### src/rtl/key_pkg.sv
// key_pkg
// Shared constants and types for the key scanning front end.
//   KEY_DEB_CYCLES   : default debounce window in sys_clk cycles (20 ms at 250 MHz)
//   KEY_TICK_DIV     : default prescaler period in sys_clk cycles (1 ms tick)
//   KEY_LONG_TICKS   : default number of ticks before a long press is reported
//   KEY_REPEAT_TICKS : default auto-repeat period in ticks
//   hold_state_e     : per-channel hold state machine encoding
package key_pkg;

    localparam int KEY_DEB_CYCLES   = 5_000_000;
    localparam int KEY_TICK_DIV     = 250_000;
    localparam int KEY_LONG_TICKS   = 1000;
    localparam int KEY_REPEAT_TICKS = 200;

    typedef enum logic [1:0] {
        HOLD_IDLE    = 2'd0,
        HOLD_PRESSED = 2'd1,
        HOLD_HELD    = 2'd2
    } hold_state_e;

endpackage

### src/rtl/key_chan_filter.sv
// key_chan_filter
// One key channel: two-flop synchroniser, debounce counter and registered
// press/release strobes.
// Ports:
//   clk_i, rst_ni   : clock, asynchronous active-low reset
//   key_i           : raw asynchronous key pin
//   filter_o        : debounced level, same polarity as key_i (registered)
//   press_o         : 1-cycle strobe on idle->pressed (registered)
//   release_o       : 1-cycle strobe on pressed->idle (registered)
//   press_evt_o     : next-cycle value of press_o, lets the hold FSM act on
//                     the same edge that press_o rises
//   release_evt_o   : next-cycle value of release_o, same purpose
// Strobes carry no handshake: a pulse is valid for exactly the one cycle it
// is high and the consumer cannot stall it.
module key_chan_filter
    import key_pkg::*;
#(
    parameter int CNT_MAX    = KEY_DEB_CYCLES,
    parameter bit ACTIVE_LOW = 1'b1
) (
    input  logic clk_i,
    input  logic rst_ni,
    input  logic key_i,
    output logic filter_o,
    output logic press_o,
    output logic release_o,
    output logic press_evt_o,
    output logic release_evt_o
);

    localparam int              CW        = $clog2(CNT_MAX + 1);
    localparam logic [CW-1:0]   CNT_LOAD  = CW'(CNT_MAX);
    localparam logic [CW-1:0]   CNT_ONE   = CW'(1);
    localparam logic            IDLE_LVL  = ACTIVE_LOW;

    logic          d0_q, d1_q;
    logic [CW-1:0] cnt_q, cnt_d;
    logic          filt_q, filt_d;
    logic          out_filt_q;
    logic          press_q, release_q;
    logic          press_d, release_d;

    always_comb begin
        cnt_d = cnt_q;
        if (d1_q != d0_q) begin
            cnt_d = CNT_LOAD;
        end else if (cnt_q != '0) begin
            cnt_d = cnt_q - CNT_ONE;
        end
    end

    // filt_q is the debounced level one stage before the outputs; the
    // output stage below compares against it, so filter_o and its edge
    // strobe rise on the same edge, CNT_MAX+2 edges after d0 first samples
    // the new level.
    always_comb begin
        filt_d = filt_q;
        if (cnt_q == CNT_ONE) begin
            filt_d = d1_q;
        end
    end

    always_comb begin
        press_d   = 1'b0;
        release_d = 1'b0;
        if (filt_q != out_filt_q) begin
            press_d   = (filt_q != IDLE_LVL);
            release_d = (filt_q == IDLE_LVL);
        end
    end

    always_ff @(posedge clk_i or negedge rst_ni) begin
        if (!rst_ni) begin
            d0_q       <= IDLE_LVL;
            d1_q       <= IDLE_LVL;
            cnt_q      <= '0;
            filt_q     <= IDLE_LVL;
            out_filt_q <= IDLE_LVL;
            press_q    <= 1'b0;
            release_q  <= 1'b0;
        end else begin
            d0_q       <= key_i;
            d1_q       <= d0_q;
            cnt_q      <= cnt_d;
            filt_q     <= filt_d;
            out_filt_q <= filt_q;
            press_q    <= press_d;
            release_q  <= release_d;
        end
    end

    assign filter_o      = out_filt_q;
    assign press_o       = press_q;
    assign release_o     = release_q;
    assign press_evt_o   = press_d;
    assign release_evt_o = release_d;

endmodule

### src/rtl/key_scan_multi.sv
// key_scan_multi
// Multi-channel push-button front end: per-channel debounce plus a shared
// tick prescaler driving per-channel hold state machines (long press,
// held level, auto-repeat). Everything is in the sys_clk domain and every
// output is registered.
// Ports:
//   sys_clk, sys_rst_n : clock, asynchronous active-low reset
//   key                : raw key pins, NUM_KEYS wide
//   key_filter         : debounced level, same polarity as key
//   key_press          : 1-cycle strobe on debounced idle->pressed
//   key_release        : 1-cycle strobe on debounced pressed->idle
//   key_held           : level, high from long press until release
//   key_long           : 1-cycle strobe when the long-press threshold is hit
//   key_repeat         : 1-cycle strobe every REPEAT_TICKS ticks while held
module key_scan_multi
    import key_pkg::*;
#(
    parameter int NUM_KEYS     = 4,
    parameter bit ACTIVE_LOW   = 1'b1,
    parameter int CNT_MAX      = KEY_DEB_CYCLES,
    parameter int TICK_DIV     = KEY_TICK_DIV,
    parameter int LONG_TICKS   = KEY_LONG_TICKS,
    parameter int REPEAT_TICKS = KEY_REPEAT_TICKS,
    parameter bit REPEAT_EN    = 1'b1
) (
    input  logic                sys_clk,
    input  logic                sys_rst_n,
    input  logic [NUM_KEYS-1:0] key,
    output logic [NUM_KEYS-1:0] key_filter,
    output logic [NUM_KEYS-1:0] key_press,
    output logic [NUM_KEYS-1:0] key_release,
    output logic [NUM_KEYS-1:0] key_held,
    output logic [NUM_KEYS-1:0] key_long,
    output logic [NUM_KEYS-1:0] key_repeat
);

    localparam int            TW        = $clog2(TICK_DIV + 1);
    localparam logic [TW-1:0] TICK_LAST = TW'(TICK_DIV - 1);
    localparam int            HW        = $clog2(LONG_TICKS + 1);
    localparam logic [HW-1:0] HOLD_LIM  = HW'(LONG_TICKS);
    localparam int            RW        = $clog2(REPEAT_TICKS + 1);
    localparam logic [RW-1:0] REP_LIM   = RW'(REPEAT_TICKS);

    // Shared free-running prescaler; its phase is independent of any key.
    logic [TW-1:0] tick_cnt_q, tick_cnt_d;
    logic          tick;

    assign tick = (tick_cnt_q == TICK_LAST);

    always_comb begin
        tick_cnt_d = tick_cnt_q + TW'(1);
        if (tick) begin
            tick_cnt_d = '0;
        end
    end

    always_ff @(posedge sys_clk or negedge sys_rst_n) begin
        if (!sys_rst_n) begin
            tick_cnt_q <= '0;
        end else begin
            tick_cnt_q <= tick_cnt_d;
        end
    end

    for (genvar g = 0; g < NUM_KEYS; g++) begin : g_chan
        logic          press_evt, release_evt;
        hold_state_e   state_q, state_d;
        logic [HW-1:0] hold_cnt_q, hold_cnt_d, hold_inc;
        logic [RW-1:0] rep_cnt_q, rep_cnt_d, rep_inc;
        logic          held_q, held_d;
        logic          long_q, long_d;
        logic          rep_q, rep_d;

        key_chan_filter #(
            .CNT_MAX    (CNT_MAX),
            .ACTIVE_LOW (ACTIVE_LOW)
        ) u_filter (
            .clk_i         (sys_clk),
            .rst_ni        (sys_rst_n),
            .key_i         (key[g]),
            .filter_o      (key_filter[g]),
            .press_o       (key_press[g]),
            .release_o     (key_release[g]),
            .press_evt_o   (press_evt),
            .release_evt_o (release_evt)
        );

        assign hold_inc = hold_cnt_q + HW'(1);
        assign rep_inc  = rep_cnt_q + RW'(1);

        // Release is checked before any tick handling so that a release
        // landing on a tick edge suppresses that edge's long/repeat strobe.
        always_comb begin
            state_d    = state_q;
            hold_cnt_d = hold_cnt_q;
            rep_cnt_d  = rep_cnt_q;
            held_d     = held_q;
            long_d     = 1'b0;
            rep_d      = 1'b0;
            if (release_evt) begin
                state_d    = HOLD_IDLE;
                hold_cnt_d = '0;
                rep_cnt_d  = '0;
                held_d     = 1'b0;
            end else begin
                unique case (state_q)
                    HOLD_IDLE: begin
                        if (press_evt) begin
                            hold_cnt_d = '0;
                            state_d    = HOLD_PRESSED;
                        end
                    end
                    HOLD_PRESSED: begin
                        if (tick) begin
                            hold_cnt_d = hold_inc;
                            if (hold_inc == HOLD_LIM) begin
                                long_d    = 1'b1;
                                held_d    = 1'b1;
                                rep_cnt_d = '0;
                                state_d   = HOLD_HELD;
                            end
                        end
                    end
                    HOLD_HELD: begin
                        if (tick) begin
                            rep_cnt_d = rep_inc;
                            if (rep_inc == REP_LIM) begin
                                rep_cnt_d = '0;
                                rep_d     = REPEAT_EN;
                            end
                        end
                    end
                    default: begin
                        state_d = HOLD_IDLE;
                    end
                endcase
            end
        end

        always_ff @(posedge sys_clk or negedge sys_rst_n) begin
            if (!sys_rst_n) begin
                state_q    <= HOLD_IDLE;
                hold_cnt_q <= '0;
                rep_cnt_q  <= '0;
                held_q     <= 1'b0;
                long_q     <= 1'b0;
                rep_q      <= 1'b0;
            end else begin
                state_q    <= state_d;
                hold_cnt_q <= hold_cnt_d;
                rep_cnt_q  <= rep_cnt_d;
                held_q     <= held_d;
                long_q     <= long_d;
                rep_q      <= rep_d;
            end
        end

        assign key_held[g]   = held_q;
        assign key_long[g]   = long_q;
        assign key_repeat[g] = rep_q;
    end

endmodule

### config.mk
export PLATFORM = sky130hd
export DESIGN_NAME = key_scan_multi
export DESIGN_NICKNAME = d
export VERILOG_FILES = /design/src/rtl/key_pkg.sv /design/src/rtl/key_chan_filter.sv /design/src/rtl/key_scan_multi.sv
export SDC_FILE = /design/constraint.sdc
export NUM_CORES = 1
export LEC_CHECK = 0
export CELL_PAD_IN_SITES_DETAIL_PLACEMENT = 1
export CELL_PAD_IN_SITES_GLOBAL_PLACEMENT = 1
export CORE_MARGIN = 5
export CORE_UTILIZATION = 49
export CTS_CLUSTER_DIAMETER = 200
export DETAILED_ROUTE_END_ITERATION = 8
export GPL_ROUTABILITY_DRIVEN = 0
export MAX_ROUTING_LAYER = met4
export PLACE_DENSITY = 0.83
export SYNTH_ARGS = -nofsm -noshare
export SYNTH_HDL_FRONTEND = slang
export SYNTH_HIERARCHICAL = 1
export SYNTH_SLANG_ARGS = --single-unit
### constraint.sdc
create_clock -name sys_clk -period 3.2 [get_ports sys_clk]
set_input_delay 0.64 -clock sys_clk [delete_from_list [all_inputs] [get_ports sys_clk]]
set_output_delay 0.64 -clock sys_clk [all_outputs]
set_load 0.01 [all_outputs]
* After elaboration in Yosys (flattened, before gate mapping) *
Index checks and enable logic that the tools add are counted.
W data, S select, Z words.

storage, ports and cells
  logic and storage cells = 292
  input bits = 6
  register bits after elaboration = 226
  output and inout bits = 24

cells by class
  reductions and logical operators = 48
  eq/ne operators = 49
  add/sub/neg operators = 13
  bitwise operators = 4
  multiplexer cells = 125

operators by type and width
  kind                     count
  $mux W23                 8
  $mux W8                  20
  $mux W10                 12
  $eq A23 B1 Y1 const B    4
  $reduce_bool A23 Y1      4
  $sub A23 B1 Y23 const B  4
  $pmux W10 S2             4
  $pmux W8 S2              4
  $mux W1                  56
  $add A10 B1 Y10 const B  4
  $eq A10 B10 Y1 const B   4
  $ne A3 B2 Y1 const B     12
  $add A8 B1 Y8 const B    4
  $eq A8 B8 Y1 const B     4
  $mux W2                  16
  $reduce_and A4 Y1        8
  $reduce_bool A2 Y1       16
  $pmux W2 S3              4
  $reduce_and A3 Y1        8
  $reduce_bool A3 Y1       8
  $add A18 B1 Y18 const B  1
  $eq A18 B18 Y1 const B   1
  $mux W18                 1
  $ne A3 B1 Y1 const B     4
  6 further kinds          28

* Depth between registers and ports, before layout *
  depth after elaboration = 6
  mapped depth = 8

* Hierarchy *
The synthesis kept the hierarchy.

by module, submodules not included
  module           area an instance (sq um)  cells an instance  seq. area each (sq um)  instances
  key_scan_multi   6432.4                    729                2752.6                  1
  key_chan_filter  1508.9                    156                730.7                   4

* Worst setup path after synthesis *
No wires, ideal clock.

  path kind = flip-flop to flip-flop
  start = register tick_cnt_q[0]
  end = register g_chan[2].rep_cnt_q[0]
  stages on the path, launching flop included = 9
  slack = 0.749 ns
  arrival = 2.326 ns
  cells stage by stage = dfrtp_1 ha_1 nand3_2 nor4_4 nand3_4 o41a_1 buf_6 nor2_1 mux2_2

on the way
  longest elaborated chain between the ends = 3
  elaborated cells between the ends (all ways) = 4
  those cells by class = eq/ne (3); reduce/logical (1)

ends and longest elaborated chain
  what                                    RTL line               source
  from (decl)                             key_scan_multi.sv:45   logic [TW-1:0] tick_cnt_q, tick_cnt_d;
  from (signal assigned)                  key_scan_multi.sv:61   tick_cnt_q <= tick_cnt_d;
  $eq A18 B18 Y1 (*)                      key_scan_multi.sv:48   assign tick = (tick_cnt_q == TICK_LAST);
  $ne A3 B2 Y1 (no source line)           --
  $reduce_and A4 Y1 (no source line) (*)  --
  to (signal assigned)                    key_scan_multi.sv:151  rep_cnt_q <= rep_cnt_d;
  to (decl)                               key_scan_multi.sv:69   logic [RW-1:0] rep_cnt_q, rep_cnt_d, rep_inc;

Every way passes the cells marked *; elsewhere a longest branch is shown, timed or not.
A chain may end at the register's enable or synchronous reset.

* Final worst setup path *
  start = register g_chan[0].hold_cnt_q[2]
  end = register g_chan[0].rep_cnt_q[3]

on the way
  longest elaborated chain between the ends = 4

ends and longest elaborated chain
  what                                RTL line               source
  from (decl)                         key_scan_multi.sv:68   logic [HW-1:0] hold_cnt_q, hold_cnt_d, hold_inc;
  from (signal assigned)              key_scan_multi.sv:150  hold_cnt_q <= hold_cnt_d;
  $add A10 B1 Y10                     key_scan_multi.sv:88   assign hold_inc = hold_cnt_q + HW'(1);
  $eq A10 B10 Y1                      key_scan_multi.sv:116  if (hold_inc == HOLD_LIM) begin
  $ne A3 B2 Y1 (no source line)       --
  $reduce_and A4 Y1 (no source line)  --
  to (signal assigned)                key_scan_multi.sv:151
  to (decl)                           key_scan_multi.sv:69

Every way passes these cells.

==> metrics.yaml <==
fp.dieH_um: 170
fin_skew_ns: 0.0145
dp_hpwl_mm: 22.3
synth_seq_cells: 226
crit_slowest_cell: "or4_1"
syn-num-nets: 1376
end_kind: "flip-flop"
yosysWarnings: 6
synth_top_area_share_pct: 42.1
ff2ff_setup_slack_ns: 0.44
dr.first_iter.drc_count: 567
outcome: "finished, final reports clean"
synth_top_cell_by_area: "dfrtp_1"
htree_levels: 1
placedCellCount: 1672
clock_latency_ns: 0.53
core_area_um2: 25100
holdBufCountCts: 0
grt_max_degree: 88
synth_edf_count: 0
synth_mux_area_share_pct: 1.14
yosys-top-cells-count: "dfrtp_1 (210), o21ai_0 (118), nand2_1 (114)"
ctsLongestPathBuffers: 3
path_max_fanout: 7
drt_wl_total_mm: 32.5
fin_crit_ns: 2.76
synth_top_family_by_area: "simple AND/OR/NAND/NOR gates"
synth_fa_ha_area_share_pct: 1.71
synthXorXnorAreaFrac_pct: 3.09
hp-class: "primary input to async pin"
p_total_w: 0.00670
synthSimpleGateAreaFrac_pct: 29.0
viasPerCell: 6.21
wire_per_inst_um: 18.9
crit_top_cell: "a21oi_1"
clk_pin_slew_worst_paths_ns: 0.06
whs_ns: 0.102
rr_worst_depth: 6
area_delta_synth_final_pct: 11.3
setup_tns_ns: 0
regToRegEndpoint: "g_chan[0].rep_cnt_q[3]"
cts_tree: "yes"
drc: 0
stdcell_count: 1719
worstMarginPinSlew_ns: 1.09
netlist_area_um2: 12500
syn_avg_cell_area_um2: 9.22
grt_pass1_wl_mm: 55.8
fin_crit_sh_pct: 86.1
cp.arrival_ns: 3.15
slew-limit-headroom_pct: 27.1
timing.rr.start: "g_chan[0].hold_cnt_q[2]"
ioPinCount: 30
num-nets-final: 1393
cp-start-kind: "flip-flop"
antenna_found_initial: 0
antenna_cells: 0
nFillCells: 2904
cts.sinks: 226
drt_pass1_iterations: 7
postCtsSetupBuffers: 0
synth_area_leaders: "dfrtp_1 (42%), o21ai_0 (4.7%), nand2_1 (3.4%)"
crit_start: "g_chan[0].hold_cnt_q[2]"
synth_compound_area_share_pct: 16.2
critPathMaxStageDelay_ns: 0.59
rsz0062_at_grt: "no"
cts_root_buffer: "clkbuf_16"
final_hold_viol_count: 0
ant_nets: 0
portBuffers: 29
cts_buffers: 26
power.leakage_nw: 5.60
cp-endpoint: "g_chan[0].rep_cnt_q[3]"
first_global_vias: 11200
p_per_area_nw_per_um2: 483
overflow: 0
ir_drop_v: 0.000437
ys_types: 81
path_cells: "nand3_1 > or4_1 > a2111oi_2 > a21oi_1 > o31ai_1 > a21oi_1"
drive_above_1_share_pct: 9.50
ys_seq_area_share_pct: 45.5
synth_flop_cell: "dfrtp_1"
setup_viol: 0
dieArea_um2: 28700
synthArstFlopShare_pct: 100
maxCapViolCount: 0
cts_resized: 0
grt_use_total_pct: 23.4
vias: 10700
fmax_mhz: 363
die_width_um: 170
required_ns: 3.60
synth_most_common_cell: "dfrtp_1"
final_max_slew_viol_count: 0
postSynthCellCount: 1353
critPathKind: "flip-flop to flip-flop"
start_util_pct: 49.7
row_count: 58
[registers in the layout, summed over array words and instances, names as in the netlist]
| signal | flops |
|---|---|
| g_chan.u_filter/press_o | 4 |
| g_chan.u_filter/d1_q | 4 |
| g_chan.u_filter/release_o | 4 |
| g_chan.long_q | 4 |
| g_chan.u_filter/cnt_q | 92 |
| g_chan.rep_q | 4 |
| g_chan.held_q | 4 |
| g_chan.u_filter/filter_o | 4 |
| tick_cnt_q | 18 |
| g_chan.u_filter/d0_q | 4 |
| g_chan.hold_cnt_q | 40 |
| g_chan.state_q | 8 |
| g_chan.u_filter/filt_q | 4 |
| g_chan.rep_cnt_q | 32 |
[layer usage]
| metal | up-vias | GRT usage [%] | wire length (µm) |
|---|---|---|---|
| met5 | - | - | 0 |
| met3 | 43 | 2.35 | 788 |
| met2 | 141 | 40.2 | 16300 |
| met4 | 0 | 4.87 | 561 |
| li1 | 5049 | - | - |
| met1 | 5436 | 30.5 | 14900 |
[worst max-delay path: cells and delay by family (launching register included)]
family          cells  cell delay [ns]
compound gates      4             1.34
flops               1             0.45
simple gates        2             0.82
[kinds of logic after synthesis]
family,count (synthesis)
AO/OA/AOI/OAI,318
XOR/XNOR,44
adder cells (fa/ha/maj),17
buffers and inverters,89
flip-flops,226
multiplexers,12
AND/OR/NAND/NOR,647
[layout make-up]
class                   count  area [µm²]  area share [%]
well taps                 330         413            2.98
multi-input cells        1038        6370            45.9
flip-flops and latches    226        5680            40.9
clock buffers              41         788            5.68
repair buffers             48         463            3.34
inverters                  30         113           0.812
clock inverters             6        55.1           0.397
[how the worst min path moves through the flow]
stage / depth (start not counted) / start / endpoint / slack (ns)
5_1_grt: 1 / sys_rst_n / g_chan[3].hold_cnt_q[3] / 0.17
2_1_floorplan: 0 / sys_rst_n / g_chan[0].held_q / 0.34
3_5_place_dp: 0 / g_chan[0].u_filter/filt_q / g_chan[0].u_filter/filter_o / 0.38
3_3_place_gp: 0 / g_chan[0].u_filter/filt_q / g_chan[0].u_filter/filter_o / 0.37
4_1_cts: 1 / sys_rst_n / g_chan[3].hold_cnt_q[3] / 0.14
6_report: 1 / sys_rst_n / g_chan[3].hold_cnt_q[3] / 0.10
[where the power goes]
part | total (W) | switching [W] | internal [W]
clock | 0.00292 | 0.00117 | 0.00176
sequential | 0.00313 | 0.000148 | 0.00298
combinational | 0.000649 | 0.000407 | 0.000241
total | 0.00670 | 0.00172 | 0.00498
[placed cells by master (no fill, tap or decap), types with 15 or more instances in the layout]
cell type and instances:
a21oi_1 66, a31oi_1 15, and3_1 37, buf_4 17, clkbuf_16 27, clkdlybuf4s50_1 28, dfrtp_1 210, dfstp_2 16
ha_1 17, inv_1 30, nand2_1 114, nand2b_1 26, nand3_1 76, nand4_1 31, nor2_1 108, nor2b_1 18
nor3_1 48, nor4_1 22, o211ai_1 15, o21ai_0 118, o31ai_1 30, or3_1 51, or4_1 27, xnor2_1 19
xor2_1 25
[through the flow]
stage / utilization, % / worst slack (ns) / instance area [µm²]
after detailed placement: 51.9 / 0.478 / 13000
after floorplan: - / 0.749 / 12500
after CTS: 55.3 / 0.464 / 13900
final: 55.3 / 0.444 / 13900
after global routing: 55.3 / 0.246 / 13900
after global placement: 51.9 / 0.592 / 13000
No activity file was read; power rests on OpenSTA's default activity.
